--- src/rtl/linemem_access_ctrl_pkg.sv ---
// Shared size codes, FSM state encodings and small helpers for the LineMemory
// access controller.
package linemem_access_ctrl_pkg;

  localparam logic [1:0] SZ_B = 2'b00;
  localparam logic [1:0] SZ_H = 2'b01;
  localparam logic [1:0] SZ_W = 2'b10;

  typedef enum logic [2:0] {
    LMA_IDLE = 3'd0,
    LMA_RD0  = 3'd1,
    LMA_RD1  = 3'd2,
    LMA_CAP  = 3'd3,
    LMA_WR0  = 3'd4,
    LMA_WR1  = 3'd5,
    LMA_RSP  = 3'd6
  } lma_state_e;

  function automatic logic [2:0] size_bytes(input logic [1:0] size);
    case (size)
      SZ_B:    return 3'd1;
      SZ_H:    return 3'd2;
      default: return 3'd4;
    endcase
  endfunction

  function automatic logic [31:0] size_mask(input logic [1:0] size);
    case (size)
      SZ_B:    return 32'h0000_00FF;
      SZ_H:    return 32'h0000_FFFF;
      default: return 32'hFFFF_FFFF;
    endcase
  endfunction

endpackage

--- src/rtl/linemem_lane_merge.sv ---
// Combinational byte-lane logic: merges store data into a pair of old words and
// extracts a zero/sign-extended load result from a pair of read words.
module linemem_lane_merge
  import linemem_access_ctrl_pkg::*;
(
  input  logic [31:0] old_lo,
  input  logic [31:0] old_hi,
  input  logic [31:0] wdata,
  input  logic [1:0]  lane,
  input  logic [1:0]  size,
  input  logic        sign,
  output logic [31:0] new_lo,
  output logic [31:0] new_hi,
  output logic [31:0] ld_data
);

  function automatic logic [31:0] extend(input logic [31:0] raw, input logic [1:0] sz,
                                         input logic sgn);
    logic signed [7:0]  b;
    logic signed [15:0] h;
    b = raw[7:0];
    h = raw[15:0];
    case (sz)
      SZ_B:    return sgn ? 32'(b) : {24'h0, raw[7:0]};
      SZ_H:    return sgn ? 32'(h) : {16'h0, raw[15:0]};
      default: return raw;
    endcase
  endfunction

  logic [63:0] pair;
  logic [63:0] mask;
  logic [63:0] sdata;
  logic [63:0] merged;
  logic [5:0]  shamt;

  always_comb begin
    shamt   = {1'b0, lane, 3'b000};
    pair    = {old_hi, old_lo};
    mask    = {32'h0, size_mask(size)} << shamt;
    sdata   = {32'h0, wdata} << shamt;
    // Only lanes under the mask take store data; everything else keeps the old bytes.
    merged  = (pair & ~mask) | (sdata & mask);
    new_lo  = merged[31:0];
    new_hi  = merged[63:32];
    ld_data = extend(32'(pair >> shamt), size, sign);
  end

endmodule

--- src/rtl/linemem_access_ctrl.sv ---
// Initiator for the LineMemory port: converts byte/half/word, possibly unaligned
// load/store requests into word reads and read-modify-write word writes.
module linemem_access_ctrl
  import linemem_access_ctrl_pkg::*;
#(
  parameter int BADDR_W = 16,
  parameter int WADDR_W = 14
) (
  input  logic               clk,
  input  logic               rst,
  input  logic               req_valid,
  output logic               req_ready,
  input  logic               req_we,
  input  logic [1:0]         req_size,
  input  logic               req_sign,
  input  logic [BADDR_W-1:0] req_addr,
  input  logic [31:0]        req_wdata,
  output logic               rsp_valid,
  input  logic               rsp_ready,
  output logic [31:0]        rsp_rdata,
  output logic               rsp_err,
  output logic               mem_en,
  output logic               mem_we,
  output logic [WADDR_W-1:0] mem_addr,
  output logic [31:0]        mem_wdata,
  input  logic [31:0]        mem_rdata
);

  lma_state_e state_q, state_d;

  logic               we_q, we_d;
  logic [1:0]         size_q, size_d;
  logic               sign_q, sign_d;
  logic               span_q, span_d;
  logic [1:0]         lane_q, lane_d;
  logic [WADDR_W-1:0] w0_q, w0_d;
  logic [31:0]        wdata_q, wdata_d;
  logic [31:0]        lo_q, lo_d;
  logic [31:0]        hi_q, hi_d;

  logic               mem_en_q, mem_en_d;
  logic               mem_we_q, mem_we_d;
  logic [WADDR_W-1:0] mem_addr_q, mem_addr_d;
  logic [31:0]        mem_wdata_q, mem_wdata_d;
  logic               rsp_valid_q, rsp_valid_d;
  logic               rsp_err_q, rsp_err_d;
  logic [31:0]        rsp_rdata_q, rsp_rdata_d;

  logic [1:0]         req_lane;
  logic [WADDR_W-1:0] req_w0;
  logic               req_span;
  logic               req_err;
  logic               req_wstore;
  logic [WADDR_W-1:0] w1;
  logic [31:0]        mrg_lo, mrg_hi, ld_data;

  always_comb begin
    req_lane   = req_addr[1:0];
    req_w0     = req_addr[BADDR_W-1:2];
    req_span   = ({1'b0, req_lane} + size_bytes(req_size)) > 3'd4;
    // A span starting in the last word would wrap to word 0, so it traps instead.
    req_err    = (req_size == 2'b11) || (req_span && (&req_w0));
    req_wstore = req_we && (req_size == SZ_W) && (req_lane == 2'b00);
    w1         = w0_q + WADDR_W'(1);
  end

  // In CAP the last-read word is still on mem_rdata; a span's first word was parked in lo_q.
  linemem_lane_merge u_merge (
    .old_lo  (span_q ? lo_q : mem_rdata),
    .old_hi  (mem_rdata),
    .wdata   (wdata_q),
    .lane    (lane_q),
    .size    (size_q),
    .sign    (sign_q),
    .new_lo  (mrg_lo),
    .new_hi  (mrg_hi),
    .ld_data (ld_data)
  );

  always_comb begin
    state_d     = state_q;
    we_d        = we_q;
    size_d      = size_q;
    sign_d      = sign_q;
    span_d      = span_q;
    lane_d      = lane_q;
    w0_d        = w0_q;
    wdata_d     = wdata_q;
    lo_d        = lo_q;
    hi_d        = hi_q;
    mem_addr_d  = mem_addr_q;
    mem_wdata_d = mem_wdata_q;
    rsp_valid_d = rsp_valid_q;
    rsp_err_d   = rsp_err_q;
    rsp_rdata_d = rsp_rdata_q;

    case (state_q)
      LMA_IDLE: begin
        if (req_valid) begin
          we_d    = req_we;
          size_d  = req_size;
          sign_d  = req_sign;
          span_d  = req_span;
          lane_d  = req_lane;
          w0_d    = req_w0;
          wdata_d = req_wdata;
          if (req_err) begin
            state_d     = LMA_RSP;
            rsp_valid_d = 1'b1;
            rsp_err_d   = 1'b1;
            rsp_rdata_d = 32'h0;
          end else if (req_wstore) begin
            state_d     = LMA_WR0;
            mem_addr_d  = req_w0;
            mem_wdata_d = req_wdata;
          end else begin
            state_d    = LMA_RD0;
            mem_addr_d = req_w0;
          end
        end
      end
      LMA_RD0: begin
        if (span_q) begin
          state_d    = LMA_RD1;
          mem_addr_d = w1;
        end else begin
          state_d = LMA_CAP;
        end
      end
      LMA_RD1: begin
        lo_d    = mem_rdata;
        state_d = LMA_CAP;
      end
      LMA_CAP: begin
        if (we_q) begin
          hi_d        = mrg_hi;
          mem_addr_d  = w0_q;
          mem_wdata_d = mrg_lo;
          state_d     = LMA_WR0;
        end else begin
          rsp_rdata_d = ld_data;
          rsp_valid_d = 1'b1;
          rsp_err_d   = 1'b0;
          state_d     = LMA_RSP;
        end
      end
      LMA_WR0: begin
        if (span_q) begin
          mem_addr_d  = w1;
          mem_wdata_d = hi_q;
          state_d     = LMA_WR1;
        end else begin
          rsp_valid_d = 1'b1;
          rsp_err_d   = 1'b0;
          rsp_rdata_d = 32'h0;
          state_d     = LMA_RSP;
        end
      end
      LMA_WR1: begin
        rsp_valid_d = 1'b1;
        rsp_err_d   = 1'b0;
        rsp_rdata_d = 32'h0;
        state_d     = LMA_RSP;
      end
      LMA_RSP: begin
        if (rsp_ready) begin
          rsp_valid_d = 1'b0;
          rsp_err_d   = 1'b0;
          rsp_rdata_d = 32'h0;
          state_d     = LMA_IDLE;
        end
      end
      default: state_d = LMA_IDLE;
    endcase

    // Strobes are decoded from the next state so they are registered yet aligned with it.
    mem_en_d = (state_d == LMA_RD0) || (state_d == LMA_RD1) ||
               (state_d == LMA_WR0) || (state_d == LMA_WR1);
    mem_we_d = (state_d == LMA_WR0) || (state_d == LMA_WR1);
  end

  always_ff @(posedge clk or posedge rst) begin
    if (rst) begin
      state_q     <= LMA_IDLE;
      mem_en_q    <= 1'b0;
      mem_we_q    <= 1'b0;
      mem_addr_q  <= '0;
      mem_wdata_q <= 32'h0;
      rsp_valid_q <= 1'b0;
      rsp_err_q   <= 1'b0;
      rsp_rdata_q <= 32'h0;
    end else begin
      state_q     <= state_d;
      mem_en_q    <= mem_en_d;
      mem_we_q    <= mem_we_d;
      mem_addr_q  <= mem_addr_d;
      mem_wdata_q <= mem_wdata_d;
      rsp_valid_q <= rsp_valid_d;
      rsp_err_q   <= rsp_err_d;
      rsp_rdata_q <= rsp_rdata_d;
    end
  end

  // Request latches and read captures are only meaningful once the FSM has left IDLE.
  always_ff @(posedge clk) begin
    we_q    <= we_d;
    size_q  <= size_d;
    sign_q  <= sign_d;
    span_q  <= span_d;
    lane_q  <= lane_d;
    w0_q    <= w0_d;
    wdata_q <= wdata_d;
    lo_q    <= lo_d;
    hi_q    <= hi_d;
  end

  assign req_ready = (state_q == LMA_IDLE) && !rst;
  assign rsp_valid = rsp_valid_q;
  assign rsp_err   = rsp_err_q;
  assign rsp_rdata = rsp_rdata_q;
  assign mem_en    = mem_en_q;
  assign mem_we    = mem_we_q;
  assign mem_addr  = mem_addr_q;
  assign mem_wdata = mem_wdata_q;

endmodule

--- config.mk ---
export PLATFORM = sky130hd
export DESIGN_NAME = linemem_access_ctrl
export DESIGN_NICKNAME = d
export VERILOG_FILES = /design/src/rtl/linemem_access_ctrl_pkg.sv /design/src/rtl/linemem_lane_merge.sv /design/src/rtl/linemem_access_ctrl.sv
export SDC_FILE = /design/constraint.sdc
export NUM_CORES = 1
export LEC_CHECK = 0
export BUFFER_PORTS_ARGS = -buffer_cell sky130_fd_sc_hd__buf_2
export CORE_AREA = 4 4 165 135
export DETAILED_ROUTE_END_ITERATION = 8
export DIE_AREA = 0 0 169 139
export PLACE_DENSITY = 0.77
export SYNTH_ARGS = -nofsm -noshare
export SYNTH_HDL_FRONTEND = slang
export SYNTH_SLANG_ARGS = --single-unit
--- constraint.sdc ---
create_clock -name clk -period 8.45 [get_ports clk]
set_input_delay 1.2675 -clock clk [delete_from_list [all_inputs] [get_ports clk]]
set_output_delay 1.2675 -clock clk [all_outputs]
set_load 0.05 [all_outputs]
After elaboration in Yosys (flattened, before gate mapping)
Index checks and enable logic that the tools add are counted.

Add/subtract/negate cells: 2. $lt $le $gt $ge: 1. Equality and inequality tests: 24. Shift operators: 3. Mux-type cells: 40. Bitwise gates (word level): 4. Reduce and logical (&&, ||, !) cells: 24.

Operator list (count): $mux W32 (13); $pmux W32 S5 (1); $and A64 B64 Y64 (2); $pmux W32 S2 (2); $shl A32 B5 Y64 (2); $pmux W32 S3 (1); $not A64 Y64 (1); $or A64 B64 Y64 (1); $shr A64 B5 Y32 (1); $mux W14 (4); $pmux W14 S3 (1); $pmux W3 S7 (1); $ne A2 B2 Y1 const B (9); $eq A3 B3 Y1 const B (5); $add A14 B1 Y14 const B (1); $reduce_and A14 Y1 (1); $mux W3 (4); $reduce_and A6 Y1 (2); $pmux W1 S5 (2); $eq A3 B2 Y1 const B (3); $mux W1 (8); $eq A3 B1 Y1 const B (2); $logic_not A2 Y1 (3); $pmux W3 S2 (1); other kinds (15) (27).

Bits in registers: 202. Input bits: 88. Output and inout bits: 83. Logic and storage cells: 115.

Longest topological paths before layout
Depth in word-level cells: 13. Mapped depth: 11. Gate-level depth less buffers: 9.

By module
A second synthesis with hierarchy kept.

Cell total of the unflattened synthesis: 930. Area total of the unflattened synthesis: 10846.7 um^2.

By module, submodules not included: linemem_access_ctrl (instances 1, cells each 612, area each 8524.4 um^2, sequential area each 5640.4 um^2); linemem_lane_merge (instances 1, cells each 318, area each 2322.2 um^2, sequential area each 0.0 um^2).

Worst setup path before layout
No wires, ideal clock.

Path type: input to output. From: input port rst. To: output port req_ready. Arrival time: 2716 ps. Required time: 7183 ps. Slack: 4466 ps. Cell stages on the path: 1. Buffers on the path: 0. Cell sequence: nor4_1.

Cells in the longest elaborated chain, start to end: 2.

RTL lines: from (decl) (line linemem_access_ctrl.sv:10) `input logic rst,`; $logic_not A1 Y1 (line linemem_access_ctrl.sv:217) `assign req_ready = (state_q == LMA_IDLE) && !rst;`; $logic_and A1 B1 Y1 (line linemem_access_ctrl.sv:217); to (decl) (line linemem_access_ctrl.sv:12) `output logic req_ready,`.

Every way passes these cells.

Final worst setup path
From: input port req_size[1]. To: register rsp_valid_q (netlist: rsp_valid).

Cells in the longest elaborated chain, start to end: 8. Elaborated cells between the ends (all ways): 10. Classes of those cells: add/sub: 1; order compare: 1; eq/ne: 3; mux: 1; reduce/logical: 4.

RTL lines: from (decl) (line linemem_access_ctrl.sv:14) `input logic [1:0] req_size,`; $eq A2 B1 Y1 or $logic_not A2 Y1 (tied branches) (line linemem_access_ctrl_pkg.sv:20) `case (size)`; $pmux W3 S2 (*) (line linemem_access_ctrl_pkg.sv:20); $add A2 B3 Y3 (*) (line linemem_access_ctrl.sv:60) `req_span = ({1'b0, req_lane} + size_bytes(req_size)) > 3'd4;`; $gt A3 B3 Y1 (*) (line linemem_access_ctrl.sv:60); net req_span (line linemem_access_ctrl.sv:51) `logic req_span;`; $logic_and A1 B1 Y1 (*) (line linemem_access_ctrl.sv:62) `req_err = (req_size == 2'b11) || (req_span && (&req_w0));`; $logic_or A1 B1 Y1 (*) (line linemem_access_ctrl.sv:62); $ne A2 B2 Y1 (no source line) (*); $reduce_and A6 Y1 (no source line) (*); to (signal assigned) (line linemem_access_ctrl.sv:198) `rsp_valid_q <= rsp_valid_d;`; to (decl) (line linemem_access_ctrl.sv:45) `logic rsp_valid_q, rsp_valid_d;`.

The timed path passes the listed nets; every way through them passes the cells marked *. A chain may end at the register's enable or synchronous reset.

==> metrics.csv <==
metric,value,unit
postRouteAntennaNets,0,
rr_worst_depth,5,
setup_tns,0,ns
synth-edff-count,117,
layout-drive-gt1-share,0.300,
max-slew-margin-rel,0.186,
cts-htree-levels,1,
start_util,0.548,
p_per_area,371,nW/um^2
drcViolationCount,0,
port_buffers,170,
synth_ff_type,edfxtp_1,
root_buffer,clkbuf_16,
core_area,20500,um^2
fillCellCount,1646,
synth_cell_types,64,
grt_max_degree,86,
synth_top_area_share,0.312,
drv_cap,0,
dp.cells,1362,
clk_pin_slew,0.06,ns
cp-start-kind,input pin,
cts.path.max_buffers,3,
arrival,4.15,ns
slew_viol_final,0,
critPathCaptureType,register,
fin_nets,1208,
finalHoldViolations,0,
cts_buffers,22,
yosys-top-cells-area,"edfxtp_1 (31%), dfrtp_1 (19%), mux2_2 (9.5%)",
hold_buffers,0,
path_class,input pin to register,
ir_drop,0.321,mV
io-pin-count,171,
hp-class,register to register,
grt_pass1_wl,51900,um
syn_area,11200,um^2
numClockSinks,202,
tightestPinTransition,1.22,ns
clock_latency,0.51,ns
finalCritPeriodShare,0.444,
vias_per_cell,6.54,
fmaxAchievable,267,MHz
dp_hpwl,23600,um
cp_max_fo,17,
fin_skew,0.0102,ns
netlist_instances,977,
ff2ff_setup_slack,4.75,ns
place_congestion,0.980,
dieArea,23500,um^2
wire_per_inst,24.3,um
whs,0.485,ns
drt_iter0_drc,1017,
wirelength,34100,um
antenna_found_initial,4,
cts_resized,0,
synthToLayoutAreaGrowth,15.5,%
cts_tree,done,
yosysWarningCount,0,
hold_end,mem_wdata[11],
min_from,mem_wdata[11],
synth_area_leader_cell,edfxtp_1,
r2r-start,lane_q[1],
route.vias.total,9181,
rsz0062_at_grt,no,
r2r-end,hi_q[3],
multi_input_area,5130,um^2
synth_area_per_cell,11.5,um^2
p_leak,0.00539,uW
overflow,0,
grt_pass1_vias,9007,
die_x,169,um
status,"complete, no violations",
first_pass_iters,5,
min_period,3.75,ns
ys_ff_latch,202,
hold_depth,1,
synth-async-reset-ratio,0.421,
ys_seq_area_frac,0.502,
regArea,5640,um^2
die_y,139,um
syn_nets,1068,
cts_setup_buffers,0,
grt_usage,0.280,
worstPathRequired,8.85,ns
setup_violations,0,
num_rows,47,
final_cells,1404,
==> metal layers <==
layer / vias to the layer above / global-route usage / share of wire
li1: 4028 / - / -
met3: 80 / 0.0698 / 0.11
met4: 4 / 0.0813 / 0.029
met2: 545 / 0.420 / 0.45
met1: 4524 / 0.406 / 0.41
met5: - / 0 / 0.00053
==> cell usage after synthesis, types with 19 or more instances <==
| master | count |
|---|---|
| clkbuf_1 | 26 |
| o21ai_0 | 39 |
| o211ai_1 | 40 |
| a21oi_1 | 64 |
| buf_2 | 29 |
| inv_1 | 32 |
| dfrtp_1 | 85 |
| a211oi_1 | 19 |
| edfxtp_1 | 117 |
| mux2i_1 | 95 |
| o22ai_1 | 41 |
| nand2_1 | 55 |
| nor2_1 | 59 |
| mux2_2 | 95 |
==> how the worst max path moves through the flow <==
stage / start / to / cells after the start
after global placement: req_size[0] / rsp_valid / 10
after floorplan: rst / req_ready / 1
after global routing: req_size[1] / rsp_valid / 10
after detailed placement: req_size[1] / rsp_valid / 10
after CTS: req_size[1] / rsp_valid / 10
final: req_size[1] / rsp_valid / 10
==> sequential cells by signal, indices dropped and copies added (netlist names) <==
| name | cells |
|---|---|
| hi_q | 32 |
| lo_q | 32 |
| mem_wdata | 32 |
| rsp_rdata | 32 |
| wdata_q | 32 |
| mem_addr | 14 |
| w0_q | 14 |
| state_q | 3 |
| lane_q | 2 |
| size_q | 2 |
| mem_en | 1 |
| mem_we | 1 |
| rsp_err | 1 |
| rsp_valid | 1 |
| sign_q | 1 |
| span_q | 1 |
| we_q | 1 |
==> power breakdown <==
group,internal [uW],switching [uW],leakage [uW]
registers,1370,166,0.00215
logic,693,1590,0.00286
clock network,606,399,0.000378
==> through the flow <==
stage          utilization  worst slack, ns  total power [uW]  instance area (um^2)
2_1_floorplan            -             4.47              3190                 11200
3_3_place_gp         0.595             4.24              3760                 12200
3_5_place_dp         0.595             4.16              3800                 12200
4_1_cts              0.633             4.67              4810                 13000
5_1_grt              0.633             4.43              5040                 13000
6_report             0.633             4.70              4820                 13000
==> worst max-delay path: stages <==
cell      delay, ns
buf_2          0.15
nor2_1         0.10
ha_1           0.14
inv_1          0.04
fa_1           0.37
xor2_1         0.17
a21oi_2        0.16
a32oi_1        0.29
a221oi_2       1.04
mux2_2         0.42
==> cell type report <==
class | instances | share of cell area
clock inverters | 5 | 0.00376
repair buffers | 188 | 0.0759
multi-input cells | 670 | 0.395
flip-flops and latches | 202 | 0.434
inverters | 33 | 0.00963
well taps | 269 | 0.0259
clock buffers | 35 | 0.0548
diodes | 2 | 0.000385
==> cells by family (layout without fill, tap and decap cells) <==
family / after synthesis / after routing / synth area share
compound gates: 274 / 274 / 0.164
mux: 204 / 204 / 0.204
flops: 202 / 202 / 0.502
simple gates: 177 / 177 / 0.0730
buf+inv: 105 / 261 / 0.0436
xor+xnor: 11 / 11 / 0.00857
fa+ha+maj: 4 / 4 / 0.00489
other cells: 0 / 2 / 0
==> placed cells by master, fill, tap and decap left out, types with 13 or more instances in the layout <==
cell       instances
dfrtp_1           84
o22ai_1           41
nor2_1            58
buf_2            170
a211oi_1          19
mux2i_1           95
edfxtp_1         117
clkbuf_16         24
buf_4             18
mux2_2            95
a22oi_1           13
inv_1             30
o211ai_1          40
o21ai_0           39
a21oi_1           64
nand2_1           55
(Power assumes the default switching activity.)
